==> config.mk <==
export PLATFORM = sky130hd
export DESIGN_NAME = noc_pe_interface
export DESIGN_NICKNAME = d
export VERILOG_FILES = /design/src/rtl/noc_pe_interface.sv
export SDC_FILE = /design/constraint.sdc
export NUM_CORES = 1
export LEC_CHECK = 0
export BUFFER_PORTS_ARGS = -buffer_cell sky130_fd_sc_hd__buf_4
export CAP_MARGIN = 20
export CORE_UTILIZATION = 55
export DETAILED_ROUTE_END_ITERATION = 12
export GPL_ROUTABILITY_DRIVEN = 0
export GPL_TIMING_DRIVEN = 0
export PLACE_DENSITY = 0.75
export SYNTH_ARGS = -nofsm -noshare
export SYNTH_HDL_FRONTEND = slang
export SYNTH_SLANG_ARGS = --single-unit
==> constraint.sdc <==
create_clock -name clk -period 13.4 [get_ports clk]
set_input_delay 3.35 -clock clk [delete_from_list [all_inputs] [get_ports clk]]
set_output_delay 3.35 -clock clk [all_outputs]
set_load 0.02 [all_outputs]
==> src/rtl/noc_pe_interface.sv <==
// PE-side network interface: packs host words into mesh flits through an injection FIFO
// and captures switch-ejected flits into a drop-counting ejection FIFO.
module noc_pe_interface #(
    parameter int unsigned X           = 2,
    parameter int unsigned Y           = 2,
    parameter int unsigned data_width  = 32,
    parameter int unsigned x_size      = 1,
    parameter int unsigned y_size      = 1,
    parameter int unsigned total_width = x_size + y_size + data_width,
    parameter int unsigned INJ_DEPTH   = 4,
    parameter int unsigned EJ_DEPTH    = 8
) (
    input  logic                   clk,
    input  logic                   rstn,
    input  logic                   s_valid,
    output logic                   s_ready,
    input  logic [data_width-1:0]  s_data,
    input  logic [x_size-1:0]      s_dest_x,
    input  logic [y_size-1:0]      s_dest_y,
    output logic                   o_valid_sw,
    input  logic                   i_ready_sw,
    output logic [total_width-1:0] o_data_sw,
    input  logic                   i_valid_sw,
    input  logic [total_width-1:0] i_data_sw,
    output logic                   m_valid,
    input  logic                   m_ready,
    output logic [data_width-1:0]  m_data,
    output logic                   overflow,
    output logic                   bad_dest,
    output logic [15:0]            drop_count
);

    localparam int unsigned INJ_AW = $clog2(INJ_DEPTH);
    localparam int unsigned EJ_AW  = $clog2(EJ_DEPTH);
    localparam int unsigned CW     = x_size + y_size;

    localparam logic [INJ_AW:0] INJ_ONE = (INJ_AW + 1)'(1);
    localparam logic [EJ_AW:0]  EJ_ONE  = (EJ_AW + 1)'(1);

    // ---------------- injection path ----------------
    logic [INJ_AW:0]        inj_wr;
    logic [INJ_AW:0]        inj_rd;
    logic [total_width-1:0] inj_mem [INJ_DEPTH];
    logic                   inj_full;
    logic                   inj_empty;
    logic                   dest_ok;
    logic                   inj_accept;
    logic                   inj_push;
    logic                   inj_pop;

    assign inj_full   = (inj_wr[INJ_AW] != inj_rd[INJ_AW]) &&
                        (inj_wr[INJ_AW-1:0] == inj_rd[INJ_AW-1:0]);
    assign inj_empty  = (inj_wr == inj_rd);
    assign dest_ok    = (32'(s_dest_x) < X) && (32'(s_dest_y) < Y);
    assign inj_accept = s_valid & ~inj_full;
    assign inj_push   = inj_accept & dest_ok;
    assign inj_pop    = ~inj_empty & i_ready_sw;

    assign s_ready    = ~inj_full;
    assign o_valid_sw = ~inj_empty;
    assign o_data_sw  = inj_mem[inj_rd[INJ_AW-1:0]];

    // Pointers and the illegal-destination flag
    always_ff @(posedge clk or negedge rstn) begin
        if (!rstn) begin
            inj_wr   <= '0;
            inj_rd   <= '0;
            bad_dest <= 1'b0;
        end else begin
            if (inj_push) inj_wr <= inj_wr + INJ_ONE;
            if (inj_pop)  inj_rd <= inj_rd + INJ_ONE;
            if (inj_accept && !dest_ok) bad_dest <= 1'b1;
        end
    end

    // Storage is left unreset; it is only observable behind o_valid_sw
    always_ff @(posedge clk) begin
        if (inj_push) inj_mem[inj_wr[INJ_AW-1:0]] <= total_width'({s_data, s_dest_y, s_dest_x});
    end

    // ---------------- ejection path ----------------
    logic [EJ_AW:0]        ej_wr;
    logic [EJ_AW:0]        ej_rd;
    logic [data_width-1:0] ej_mem [EJ_DEPTH];
    logic                  ej_full;
    logic                  ej_empty;
    logic                  ej_pop;
    logic                  ej_push;
    logic                  ej_drop;
    logic                  unused_coord;

    assign ej_full  = (ej_wr[EJ_AW] != ej_rd[EJ_AW]) &&
                      (ej_wr[EJ_AW-1:0] == ej_rd[EJ_AW-1:0]);
    assign ej_empty = (ej_wr == ej_rd);
    assign ej_pop   = ~ej_empty & m_ready;
    // A full FIFO still takes a flit when the host frees a slot in the same cycle
    assign ej_push  = i_valid_sw & (~ej_full | ej_pop);
    assign ej_drop  = i_valid_sw & ~ej_push;

    assign m_valid      = ~ej_empty;
    assign m_data       = ej_mem[ej_rd[EJ_AW-1:0]];
    assign unused_coord = ^i_data_sw[CW-1:0];

    always_ff @(posedge clk or negedge rstn) begin
        if (!rstn) begin
            ej_wr      <= '0;
            ej_rd      <= '0;
            overflow   <= 1'b0;
            drop_count <= '0;
        end else begin
            if (ej_push) ej_wr <= ej_wr + EJ_ONE;
            if (ej_pop)  ej_rd <= ej_rd + EJ_ONE;
            if (ej_drop) begin
                overflow <= 1'b1;
                if (drop_count != 16'hFFFF) drop_count <= drop_count + 16'd1;
            end
        end
    end

    always_ff @(posedge clk) begin
        if (ej_push) ej_mem[ej_wr[EJ_AW-1:0]] <= i_data_sw[total_width-1:CW];
    end

endmodule

Yosys cells after proc, flatten, opt, wreduce, memory -nomap -nowiden
Memories as Yosys holds them, arrays and structs flattened. Cells that the tools add are included.

Input bits: 74. Logic and storage cells: 38. Output and inout port bits: 87. Register bits: 31. Bits in writable memories: 392. Memories: 2.

Memory list: ej_mem (depth 8, bits a word 32, rd ports 1, clocked after Yosys merged registers in 0, wr ports 1, line 84) `logic [data_width-1:0] ej_mem [EJ_DEPTH];`; inj_mem (depth 4, bits a word 34, rd ports 1, clocked after Yosys merged registers in 0, wr ports 1, line 43) `logic [total_width-1:0] inj_mem [INJ_DEPTH];`.

Multiplexer cells: 4. Eq/ne operators: 7. $add $sub $neg: 5. Reductions and logical operators: 3. Bitwise operators: 11.

Operators by type and width (count): $add A16 B1 Y16 const B (1); $ne A16 B16 Y1 const B (1); $add A4 B1 Y4 const B (2); $add A3 B1 Y3 const B (2); $eq A3 B3 Y1 (2); $and A1 B1 Y1 (5); $not A1 Y1 (5); $eq A4 B4 Y1 (1); $mux W1 (4); $eq A2 B2 Y1 (1); $logic_and A1 B1 Y1 (2); $ne A1 B1 Y1 (2); $reduce_and A2 Y1 (1); $or A1 B1 Y1 (1).

Depth between registers and ports, before layout
Gate-level depths: netlist of run 1.

Depth in word-level cells: 8. Gate-level depth with buffers: 6. Gate-level depth less buffers: 6.

Worst setup path after synthesis of run 1
Ideal clock, no wire load.

Path kind: in2reg. Start: input port m_ready. End: memory ej_mem[0][0], enable pin. Stages: 3. Library setup time: 0.501 ns. Arrival: 6.633 ns. Slack: 6.266 ns. Path buffers: 0. Data required time: 12.899 ns. Cells stage by stage: or2_2 -> o21ai_2 -> nor4_1.

Word-level cells in the longest chain between the ends: 5.

Ends and longest elaborated chain: start: declaration (line 26) `input logic m_ready,`; $and A1 B1 Y1 (line 95) `assign ej_pop = ~ej_empty & m_ready;`; $or A1 B1 Y1 (line 97) `assign ej_push = i_valid_sw & (~ej_full | ej_pop);`; $and A1 B1 Y1 (line 97); $mux W1 (line 121) `if (ej_push) ej_mem[ej_wr[EJ_AW-1:0]] <= i_data_sw[total_width-1:CW];`; $mux W1 (implied by the code) (line 121); end: declaration (line 84).

No other way between the ends.

Worst setup path in the final report of run 1
Start: register ej_rd[1]. End: output port m_data[15].

Word-level cells in the longest chain between the ends: 1.

Ends and longest elaborated chain: start: declaration (line 83) `logic [EJ_AW:0] ej_rd;`; start signal: assignment (line 112) `if (ej_pop) ej_rd <= ej_rd + EJ_ONE;`; $mem_v2 Z8 W32; end: declaration (line 27) `output logic [data_width-1:0] m_data,`.

No other way between the ends.

==> results.cfg, run 1 <==
[outcome]
status = complete, no violations

[setup_path]
path_buf_inv = 3
critPathLaunchType = flop
cp_data_required_time_ns = 10.05
cp-startpoint = ej_rd[1]
critical_path_class = reg2out
critPathCaptureType = primary output
worstPathArrival_ns = 3.01
critical_path_peak_fanout = 10
critical_path.slowest_cell = sky130_fd_sc_hd__clkbuf_1
r2r.worst_path.cells = 6
timing.critical_path.depth = 5
worst-r2r-setup-slack_ns = 10.61
cpLargestDelayFamily = buffers and inverters
reg_to_reg_critical_path_endpoint = ej_mem[1][26]
setup.worst_path.end = m_data[15]
crit_path_largest_cell_delay_ns = 0.63
worstPathCellList = buf_1 > clkbuf_1 > mux4_2 > mux2_2 > buf_4
r2r-start = ej_wr[0]

[die]
ioPinCount = 161
fp-row-count = 62
core-area_um2 = 28700
die_area_um2 = 29930
floorplan.die.height_um = 173
die_x_um = 173
initial_utilization_pct = 56.03

[clocking]
clock_root_buffer = sky130_fd_sc_hd__clkbuf_16
clock_latency_reported_for_the_late_side_of_the_worst_skew_pair_ns = 0.53
cts_setup_buffers = 0
post_cts_resize_count = 0
clock_path_buffers = 3
cts.reportedPaths.clkPinSlew_ns = 0.06
htree_levels = 2
cts_tree = done
cts_hold_buf = 0
clock_sinks = 423
tritoncts_buffers = 43

[yosys]
synth.area.top_cells = sky130_fd_sc_hd__edfxtp_1 (73%), sky130_fd_sc_hd__mux4_2 (14%), sky130_fd_sc_hd__dfrtp_1 (4.8%), sky130_fd_sc_hd__mux2_2 (2.5%), sky130_fd_sc_hd__xnor2_1 (1.3%)
synth.lib_cells_used.distinct = 36
async_flop_share_pct = 7.329
postSynthAreaPerCell_um2 = 23.07
synth.most_common_cell = sky130_fd_sc_hd__edfxtp_1
number_of_enable_flip_flop_cells_after_synthesis = 392
synth_cells = 697
synthesis.yosys.warnings = 0
syn_area_um2 = 16080
netlist_top_cells_count = sky130_fd_sc_hd__edfxtp_1 (392), sky130_fd_sc_hd__mux4_2 (98), sky130_fd_sc_hd__mux2_2 (36), sky130_fd_sc_hd__dfrtp_1 (31), sky130_fd_sc_hd__xnor2_1 (24)
synth_sequential_area_ratio_pct = 78.01
synth.ff_latch_count = 423
synth_largest_area_cell = sky130_fd_sc_hd__edfxtp_1
ys_dominant_reg_cell = sky130_fd_sc_hd__edfxtp_1
yosys.area.top_type_share_pct = 73.19
mappedNetlistNets = 779

[place]
post-dp-hpwl_mm = 19.90
placedCellCount = 1261
port_buffers = 157
dp_slack_ns = 7.605

[global_routing]
grt_pass1_wl_mm = 47.73
grt.overflow.total = 0
grt_usage_pct = 21.42
grt_antenna_before_repair = 1
via_count_of_the_first_global_routing_pass = 8033
grt_max_degree = 35

[detailed_routing]
remaining_drc_errors = 0
wirelength_mm = 31.27
routedWlPerCell_um = 23.42
route.vias.total = 7681
antenna_left = 0
first_pass_iters = 5
detailedRoute.firstIterationViolations = 615
vias_per_inst = 5.754

[sta]
grt_setup_unrepaired = no
hold_slack_ns = 0.4919
clock_skew_ns = 0.01300
timing.setup.tns_ns = 0
finalMaxSlewViolations = 0
worst_slew_pin_slew_ns = 1.053
finalSetupViolCount = 0
achievable-frequency_mhz = 157.1
final_period_minus_worst_setup_slack_ns = 6.364
min_period_over_period_pct = 47.50
hold_viol = 0
timing.slew.headroom_pct = 29.40
worst_setup_slack_after_layout_ns = 7.036

[power_and_ir_drop]
power.switching_fraction_pct = 31.17
pwr_density_cell_nw_per_um2 = 227.6
totalPowerFinal_w = 0.004415
power.net_switching_w = 0.001376
clock_power_share_pct = 24.8
seqPwrFrac_pct = 40.0
power_frac_comb_pct = 35.2
leakage_nw = 6.639
p_int_w = 0.003039
ir_drop_mv = 0.1558

[cells_and_area]
layout-drive-gt1-share_pct = 42.74
layoutNonFillerInstCount = 1335
design.final.nets = 1004
flow.area_growth_from_synthesis_pct = 20.59
num-fill-cells = 1787

[hold_path]
min-delay-path-class = reg2reg

[job]
max_cap_viol_count = 0
-- cell type report --
| type | instances | area (µm²) | area share (%) |
|---|---|---|---|
| clock inverter | 15 | 126.4 | 0.6516 |
| sequential | 423 | 12550 | 64.69 |
| buffer | 30 | 135.1 | 0.6967 |
| inverter | 3 | 11.26 | 0.05806 |
| clock buffer | 58 | 1172 | 6.045 |
| multi-input combinational | 241 | 3443 | 17.75 |
| tap | 384 | 480.5 | 2.477 |
| timing repair buffer | 180 | 1476 | 7.612 |
| antenna | 1 | 2.502 | 0.01290 |
-- per-layer routing --
metal | track usage, % | part of all wire (%) | wire length [µm] | up-vias
li1 | - | - | - | 3356
met5 | 0 | 0 | 0 | -
met3 | 4.464 | 6.3 | 1977 | 51
met1 | 29.62 | 42 | 12990 | 4013
met2 | 34.78 | 50 | 15650 | 261
met4 | 6.600 | 2.1 | 660 | 0
-- through the flow --
stage | instance area [µm²] | util [%]
after floorplan | 16080 | -
after global routing | 19390 | 67.57
after detailed placement | 18090 | 63.04
final | 19390 | 67.57
after CTS | 19390 | 67.56
after global placement | 17740 | 61.81
-- power groups by stage --
stage | Sequential (W) | Clock [W] | Combinational [W]
3_3_place_gp | 0.00180 | 0 | 0.00150
5_1_grt | 0.00178 | 0.00116 | 0.00165
6_report | 0.00177 | 0.00109 | 0.00156
2_1_floorplan | 0.00178 | 0 | 0.000983
3_5_place_dp | 0.00179 | 0 | 0.00157
4_1_cts | 0.00177 | 0.00111 | 0.00158
-- sequential cells by signal (all words and copies together), names as in the netlist --
name        flops
ej_mem        256
inj_mem       136
drop_count     16
inj_rd          3
overflow        1
ej_rd           4
ej_wr           4
inj_wr          3
-- worst min-delay path by stage --
stage,startpoint,end,slack (ns),cells after the start
finish,ej_wr[3],ej_wr[3],0.49,1
CTS,ej_wr[3],ej_wr[3],0.49,1
detailed placement,ej_wr[3],ej_wr[3],0.48,1
global placement,ej_rd[3],ej_rd[3],0.48,1
floorplan,ej_wr[3],ej_wr[3],0.46,1
global route,ej_wr[3],ej_wr[3],0.51,1
-- cell usage in the layout (no fill, tap or decap), types with 3 or more instances in the layout --
cell / netlist / routed
sky130_fd_sc_hd__and3_2: 0 / 4
sky130_fd_sc_hd__ha_1: 8 / 8
sky130_fd_sc_hd__clkinv_2: 0 / 3
sky130_fd_sc_hd__mux2_2: 36 / 36
sky130_fd_sc_hd__dfrtp_1: 31 / 31
sky130_fd_sc_hd__clkbuf_16: 0 / 43
sky130_fd_sc_hd__inv_1: 3 / 3
sky130_fd_sc_hd__nor2_4: 0 / 3
sky130_fd_sc_hd__clkbuf_8: 0 / 4
sky130_fd_sc_hd__nand2_1: 8 / 8
sky130_fd_sc_hd__nor2_1: 9 / 6
sky130_fd_sc_hd__edfxtp_1: 392 / 392
sky130_fd_sc_hd__buf_2: 13 / 13
sky130_fd_sc_hd__nand3_1: 12 / 12
sky130_fd_sc_hd__buf_4: 1 / 163
sky130_fd_sc_hd__nand4_1: 6 / 6
sky130_fd_sc_hd__buf_8: 0 / 6
sky130_fd_sc_hd__clkbuf_1: 13 / 24
sky130_fd_sc_hd__buf_6: 0 / 8
sky130_fd_sc_hd__xnor2_1: 24 / 24
sky130_fd_sc_hd__clkinv_1: 0 / 6
sky130_fd_sc_hd__buf_12: 0 / 4
sky130_fd_sc_hd__nor3_2: 0 / 4
sky130_fd_sc_hd__xor2_1: 7 / 7
sky130_fd_sc_hd__mux4_2: 98 / 98
-- logic make-up (layout without fill, tap and decap cells) --
family / after synthesis / in the layout / synth area share [%]
compound gates: 3 / 3 / 0.1323
xor+xnor: 31 / 31 / 1.688
mux: 135 / 135 / 16.31
flops: 423 / 423 / 78.01
buf+inv: 33 / 286 / 0.9102
fa+ha+maj: 8 / 8 / 0.6224
simple gates: 63 / 63 / 2.303
other cells: 1 / 2 / 0.02332
(Power assumes the default switching activity.)
==> inputs of run 2 (changes only) <==
- CORE_UTILIZATION: 55 -> 53
- PLACE_DENSITY: 0.75 -> 0.76
- clock period: 13.4 -> 5.3 ns (I/O delays scaled with it)
==> run 2 against run 1 <==
Effect of this change:
- setup slack lost 6.2 ns
- die area grew 3.7%
- register-to-register slack got worse by 8.2 ns
- critical path type unchanged
- critical endpoint is now m_data[8]
- highest routed layer unchanged
==> results.cfg, run 2 (same netlist as run 1, synthesis figures left out) <==
[outcome]
status = complete, no violations

[clocking]
cts_setup_buffers = 0
clock_sinks = 423
tritoncts_buffers = 42
cts_hold_buf = 0
cts.reportedPaths.clkPinSlew_ns = 0.06
htree_levels = 2
clock_root_buffer = sky130_fd_sc_hd__clkbuf_16
post_cts_resize_count = 0
cts_tree = done
clock_path_buffers = 3
clock_latency_reported_for_the_late_side_of_the_worst_skew_pair_ns = 0.54

[detailed_routing]
first_pass_iters = 7
remaining_drc_errors = 0
wirelength_mm = 31.14
route.vias.total = 7630
detailedRoute.firstIterationViolations = 541
vias_per_inst = 5.677
antenna_left = 0
routedWlPerCell_um = 23.17

[sta]
hold_slack_ns = 0.4882
worst_slew_pin_slew_ns = 0.9220
timing.setup.tns_ns = 0
grt_setup_unrepaired = no
clock_skew_ns = 0.01747
finalSetupViolCount = 0
finalMaxSlewViolations = 0
worst_setup_slack_after_layout_ns = 0.8493
final_period_minus_worst_setup_slack_ns = 4.451
timing.slew.headroom_pct = 38.54
hold_viol = 0
min_period_over_period_pct = 83.98
achievable-frequency_mhz = 224.7

[power_and_ir_drop]
pwr_density_cell_nw_per_um2 = 578.0
seqPwrFrac_pct = 39.8
clock_power_share_pct = 25.7
power_frac_comb_pct = 34.5
leakage_nw = 6.649
power.net_switching_w = 0.003496
p_int_w = 0.007730
power.switching_fraction_pct = 31.14
ir_drop_mv = 0.3978

[global_routing]
via_count_of_the_first_global_routing_pass = 7851
grt_usage_pct = 20.67
grt.overflow.total = 0
grt_pass1_wl_mm = 47.11
grt_max_degree = 36
grt_antenna_before_repair = 1

[cells_and_area]
design.final.nets = 1001
layout.cells.most_common_list = sky130_fd_sc_hd__edfxtp_1 (392), sky130_fd_sc_hd__buf_4 (162), sky130_fd_sc_hd__mux4_2 (98)
layout-drive-gt1-share_pct = 43.02
postLayoutCoreUtil_pct = 65.35
design_area_um2 = 19420
layout_commonest_cell = sky130_fd_sc_hd__edfxtp_1
largest_reg_flops = 256
flow.area_growth_from_synthesis_pct = 20.75

[setup_path]
r2r.worst_path.cells = 9
r2r-start = ej_wr[0]
critPathLaunchType = flop
worstPathCellList = buf_1 > clkbuf_1 > mux4_2 > mux2_2 > buf_4
worst-r2r-setup-slack_ns = 2.42
critical_path_peak_fanout = 10
setup.worst_path.end = m_data[8]
path_buf_inv = 3
timing.critical_path.depth = 5
critPathCaptureType = primary output
cp_data_required_time_ns = 3.97
critical_path.slowest_cell = sky130_fd_sc_hd__clkbuf_1
critical_path_class = reg2out
cpLargestDelayFamily = buffers and inverters
cp-startpoint = ej_rd[1]
reg_to_reg_critical_path_endpoint = ej_mem[0][19]
worstPathArrival_ns = 3.13
crit_path_largest_cell_delay_ns = 0.71

[place]
post-dp-hpwl_mm = 19.68
place_area_um2 = 18070
port_buffers = 157
dp_slack_ns = 1.410

[die]
core-area_um2 = 29720
floorplan.die.height_um = 176.2
fp-row-count = 63
die_area_um2 = 31050
die_x_um = 176.2
initial_utilization_pct = 54.12
ioPinCount = 161

[hold_path]
min-delay-path-class = reg2reg

[job]
max_cap_viol_count = 0
[run 2: worst min path at each step]
stage	start	end	slack, ns	depth (start not counted)
CTS	inj_wr[2]	inj_wr[2]	0.49	1
global route	ej_wr[3]	ej_wr[3]	0.51	1
global placement	inj_wr[2]	inj_wr[2]	0.48	1
finish	inj_wr[2]	inj_wr[2]	0.49	1
floorplan	ej_wr[3]	ej_wr[3]	0.46	1
detailed placement	inj_wr[2]	inj_wr[2]	0.48	1
[run 2: layer usage]
metal | track usage, % | vias up | part of all wire (%)
met5 | 0 | - | 0
met4 | 6.558 | 0 | 2.3
met3 | 4.005 | 55 | 6.6
met2 | 33.87 | 262 | 50
met1 | 28.23 | 3969 | 41
li1 | - | 3344 | -
[run 2: worst register-to-register path, cell delays in order, from the launching register on]
cell	delay (ns)
sky130_fd_sc_hd__dfrtp_1	0.38
sky130_fd_sc_hd__clkbuf_2	0.20
sky130_fd_sc_hd__xnor2_1	0.19
sky130_fd_sc_hd__nand3_2	0.18
sky130_fd_sc_hd__o21ai_2	0.18
sky130_fd_sc_hd__nor4_2	0.65
sky130_fd_sc_hd__buf_4	0.32
sky130_fd_sc_hd__buf_6	0.16
sky130_fd_sc_hd__buf_4	0.18
sky130_fd_sc_hd__buf_4	0.16
[run 2: area by class of cell]
class | instances | area [µm²]
Sequential cell | 423 | 12550
Fill cell | 1904 | 10300
Multi-Input combinational cell | 241 | 3443
Timing Repair Buffer | 178 | 1441
Clock buffer | 50 | 1112
Tap cell | 390 | 488.0
Clock inverter | 28 | 239.0
Buffer | 30 | 135.1
Inverter | 3 | 11.26
Antenna cell | 1 | 2.502
[run 2: metrics by stage]
step	power, W	cells
2_1_floorplan	0.006994	697
3_3_place_gp	0.008323	1244
3_5_place_dp	0.008473	1265
4_1_cts	0.01136	1343
5_1_grt	0.01171	1344
6_report	0.01123	1344
[run 2: power groups by stage]
stage	Sequential, W	Combinational [W]	Clock, W
floorplan	0.00451	0.00249	0
global placement	0.00455	0.00377	0
detailed placement	0.00454	0.00394	0
CTS	0.00447	0.00395	0.00294
global route	0.00451	0.00414	0.00306
finish	0.00447	0.00388	0.00288
==> inputs of run 3 (changes only) <==
- ABC_AREA: default -> 1
- CORE_UTILIZATION: 53 -> 55
- PLACE_DENSITY: 0.76 -> 0.75
- clock period: 5.3 -> 4.6 ns (I/O delays scaled with it)
==> run 3 against run 2 <==
Effect of this change:
- sequential power rose by 13%
- final area rose by 3.6%
- via count rose by 47%
- non-clock buffer count rose by 37
- area after synthesis rose by 4.4%
- clock skew rose by 0.0060 ns
- critical path type unchanged
==> results.cfg, run 3 <==
[outcome]
status = complete, no violations

[detailed_routing]
first_pass_iters = 7
route.vias.total = 11198
top_layer_used = met4
vias_per_inst = 5.725
remaining_drc_errors = 0
wirelength_mm = 38.98
detailedRoute.firstIterationViolations = 1118
routedWlPerCell_um = 19.93
met3WireLength_mm = 3.777
wirelength_met1_mm = 15.57
antenna_left = 0
dr_wl_met2_mm = 18.85

[place]
port_buffers = 157
post-dp-hpwl_mm = 25.42
dp_slack_ns = 1.177

[sta]
hold_viol = 0
worst_slew_pin_slew_ns = 0.7147
hold_slack_ns = 0.4924
achievable-frequency_mhz = 247.9
timing.setup.tns_ns = 0
min_period_over_period_pct = 87.68
timing.slew.headroom_pct = 52.35
clock_skew_ns = 0.02347
finalSetupViolCount = 0
finalMaxSlewViolations = 0
grt_setup_unrepaired = no
worst_setup_slack_after_layout_ns = 0.5669
final_period_minus_worst_setup_slack_ns = 4.033

[yosys]
synth_cells = 1325
synth_largest_area_cell = sky130_fd_sc_hd__edfxtp_1
synth_sequential_area_ratio_pct = 74.76
ys_dominant_reg_cell = sky130_fd_sc_hd__edfxtp_1
async_flop_share_pct = 7.329
synth.area.top_cells = sky130_fd_sc_hd__edfxtp_1 (70%), sky130_fd_sc_hd__nor2_1 (7.2%), sky130_fd_sc_hd__o21ai_0 (6.0%), sky130_fd_sc_hd__dfrtp_1 (4.6%), sky130_fd_sc_hd__o22ai_1 (2.5%)
netlist_top_cells_count = sky130_fd_sc_hd__edfxtp_1 (392), sky130_fd_sc_hd__nor2_1 (320), sky130_fd_sc_hd__o21ai_0 (202), sky130_fd_sc_hd__nand2_1 (103), sky130_fd_sc_hd__o22ai_1 (66)
syn_area_um2 = 16780
postSynthAreaPerCell_um2 = 12.67
mappedNetlistNets = 1407
synthesis.yosys.warnings = 0
number_of_enable_flip_flop_cells_after_synthesis = 392
synth.lib_cells_used.distinct = 30
synth.ff_latch_count = 423
yosys.area.top_type_share_pct = 70.14
synth.most_common_cell = sky130_fd_sc_hd__edfxtp_1

[setup_path]
reg_to_reg_critical_path_endpoint = ej_mem[5][14]
cp-startpoint = ej_rd[0]
critPathCaptureType = primary output
worstPathArrival_ns = 2.88
r2r-start = ej_rd[0]
cp_data_required_time_ns = 3.45
worst-r2r-setup-slack_ns = 1.93
r2r.worst_path.cells = 10
critical_path_class = reg2out
critical_path_peak_fanout = 10
critPathLaunchType = flop
setup.worst_path.end = m_data[24]

[clocking]
tritoncts_buffers = 42
post_cts_resize_count = 0
clock_latency_reported_for_the_late_side_of_the_worst_skew_pair_ns = 0.54
cts.reportedPaths.clkPinSlew_ns = 0.06
cts_setup_buffers = 0
cts_hold_buf = 0
cts_tree = done
clock_path_buffers = 3
clock_sinks = 423
clock_root_buffer = sky130_fd_sc_hd__clkbuf_16
htree_levels = 2

[power_and_ir_drop]
leakage_nw = 7.170
pwr_density_cell_nw_per_um2 = 674.0
seqPwrFrac_pct = 37.2
power.switching_fraction_pct = 37.99
power_frac_comb_pct = 39.6
clock_power_share_pct = 23.2
p_int_w = 0.008413
totalPowerFinal_w = 0.01357
ir_drop_mv = 0.3882
power.net_switching_w = 0.005153

[global_routing]
grt.overflow.total = 0
grt_max_degree = 32
grt_antenna_before_repair = 0
grt_pass1_wl_mm = 59.04
via_count_of_the_first_global_routing_pass = 10560
grt_usage_pct = 25.06

[die]
floorplan.die.height_um = 176.7
core-area_um2 = 29800
ioPinCount = 161
die_area_um2 = 31220
initial_utilization_pct = 56.33
fp-row-count = 63
die_x_um = 176.7

[hold_path]
min-delay-path-class = reg2reg
worst_hold_path.num_cells = 1

[cells_and_area]
design.final.nets = 1620
layout_commonest_cell = sky130_fd_sc_hd__edfxtp_1
layout-drive-gt1-share_pct = 17.43
antennaDiodeCount = 0
postLayoutCoreUtil_pct = 67.55
layout.cells.most_common_list = sky130_fd_sc_hd__edfxtp_1 (392), sky130_fd_sc_hd__nor2_1 (308), sky130_fd_sc_hd__o21ai_0 (202)
flow.area_growth_from_synthesis_pct = 19.92
largest_reg_flops = 256
num-fill-cells = 2094

[job]
max_cap_viol_count = 0
[run 3: cell types whose count changed after synthesis, sizes merged, moves of 24 or more]
cell / change
clkbuf: +36
o22ai: +66
nand2: +100
mux4: -98
a31oi: +32
nor2: +314
mux2: -36
inv: +24
o21ai: +200
[run 3: critical path, stage by stage (launching register included)]
cell,delay (ns)
sky130_fd_sc_hd__dfrtp_1,0.48
sky130_fd_sc_hd__inv_2,0.16
sky130_fd_sc_hd__buf_2,0.22
sky130_fd_sc_hd__clkbuf_1,0.43
sky130_fd_sc_hd__buf_2,0.34
sky130_fd_sc_hd__o21ai_0,0.13
sky130_fd_sc_hd__a31oi_1,0.37
sky130_fd_sc_hd__buf_4,0.22
[run 3: layer usage]
metal	track usage, %	up-vias
li1	-	5193
met1	34.50	5390
met2	39.87	550
met3	5.992	65
met4	7.543	0
met5	0	-
[run 3: power groups by stage]
| stage | Combinational [W] | Sequential, W | Clock [W] |
|---|---|---|---|
| 4_1_cts | 0.00537 | 0.00504 | 0.00317 |
| 3_3_place_gp | 0.00503 | 0.00515 | 0 |
| 6_report | 0.00538 | 0.00504 | 0.00315 |
| 3_5_place_dp | 0.00534 | 0.00511 | 0 |
| 5_1_grt | 0.00579 | 0.00509 | 0.00334 |
| 2_1_floorplan | 0.00307 | 0.00510 | 0 |
[run 3: layout make-up]
class	instances	area, µm²	area share, %
Timing Repair Buffer	169	1501	7.460
Multi-Input combinational cell	798	3889	19.32
Clock buffer	54	1126	5.595
Sequential cell	423	12550	62.34
Inverter	28	105.1	0.5222
Clock inverter	18	137.6	0.6838
Tap cell	390	488.0	2.424
Buffer	76	332.8	1.654
[run 3: worst min path at each step]
| stage | from | endpoint | slack (ns) |
|---|---|---|---|
| after floorplan | ej_rd[3] | ej_rd[3] | 0.46 |
| after global placement | overflow | overflow | 0.48 |
| after detailed placement | overflow | overflow | 0.48 |
| after CTS | overflow | overflow | 0.50 |
| after global routing | overflow | overflow | 0.52 |
| final | overflow | overflow | 0.49 |
[run 3: stage by stage]
step                      std cells  cell area, µm²
after global routing           1956           20130
after global placement         1872           18450
after CTS                      1956           20130
after detailed placement       1884           18860
final                          1956           20130
after floorplan                1325           16780
[run 3: logic make-up (layout without fill, tap and decap cells)]
group                    Yosys count  count (layout)  synth area share (%)
adder cells (fa/ha/maj)            8               8                0.5964
buffers and inverters            104             345                 2.609
other                              1               1               0.02234
AO/OA/AOI/OAI                    302             302                 9.736
flip-flops                       423             423                 74.76
XOR/XNOR                          22              22                 1.148
AND/OR/NAND/NOR                  465             465                 11.13
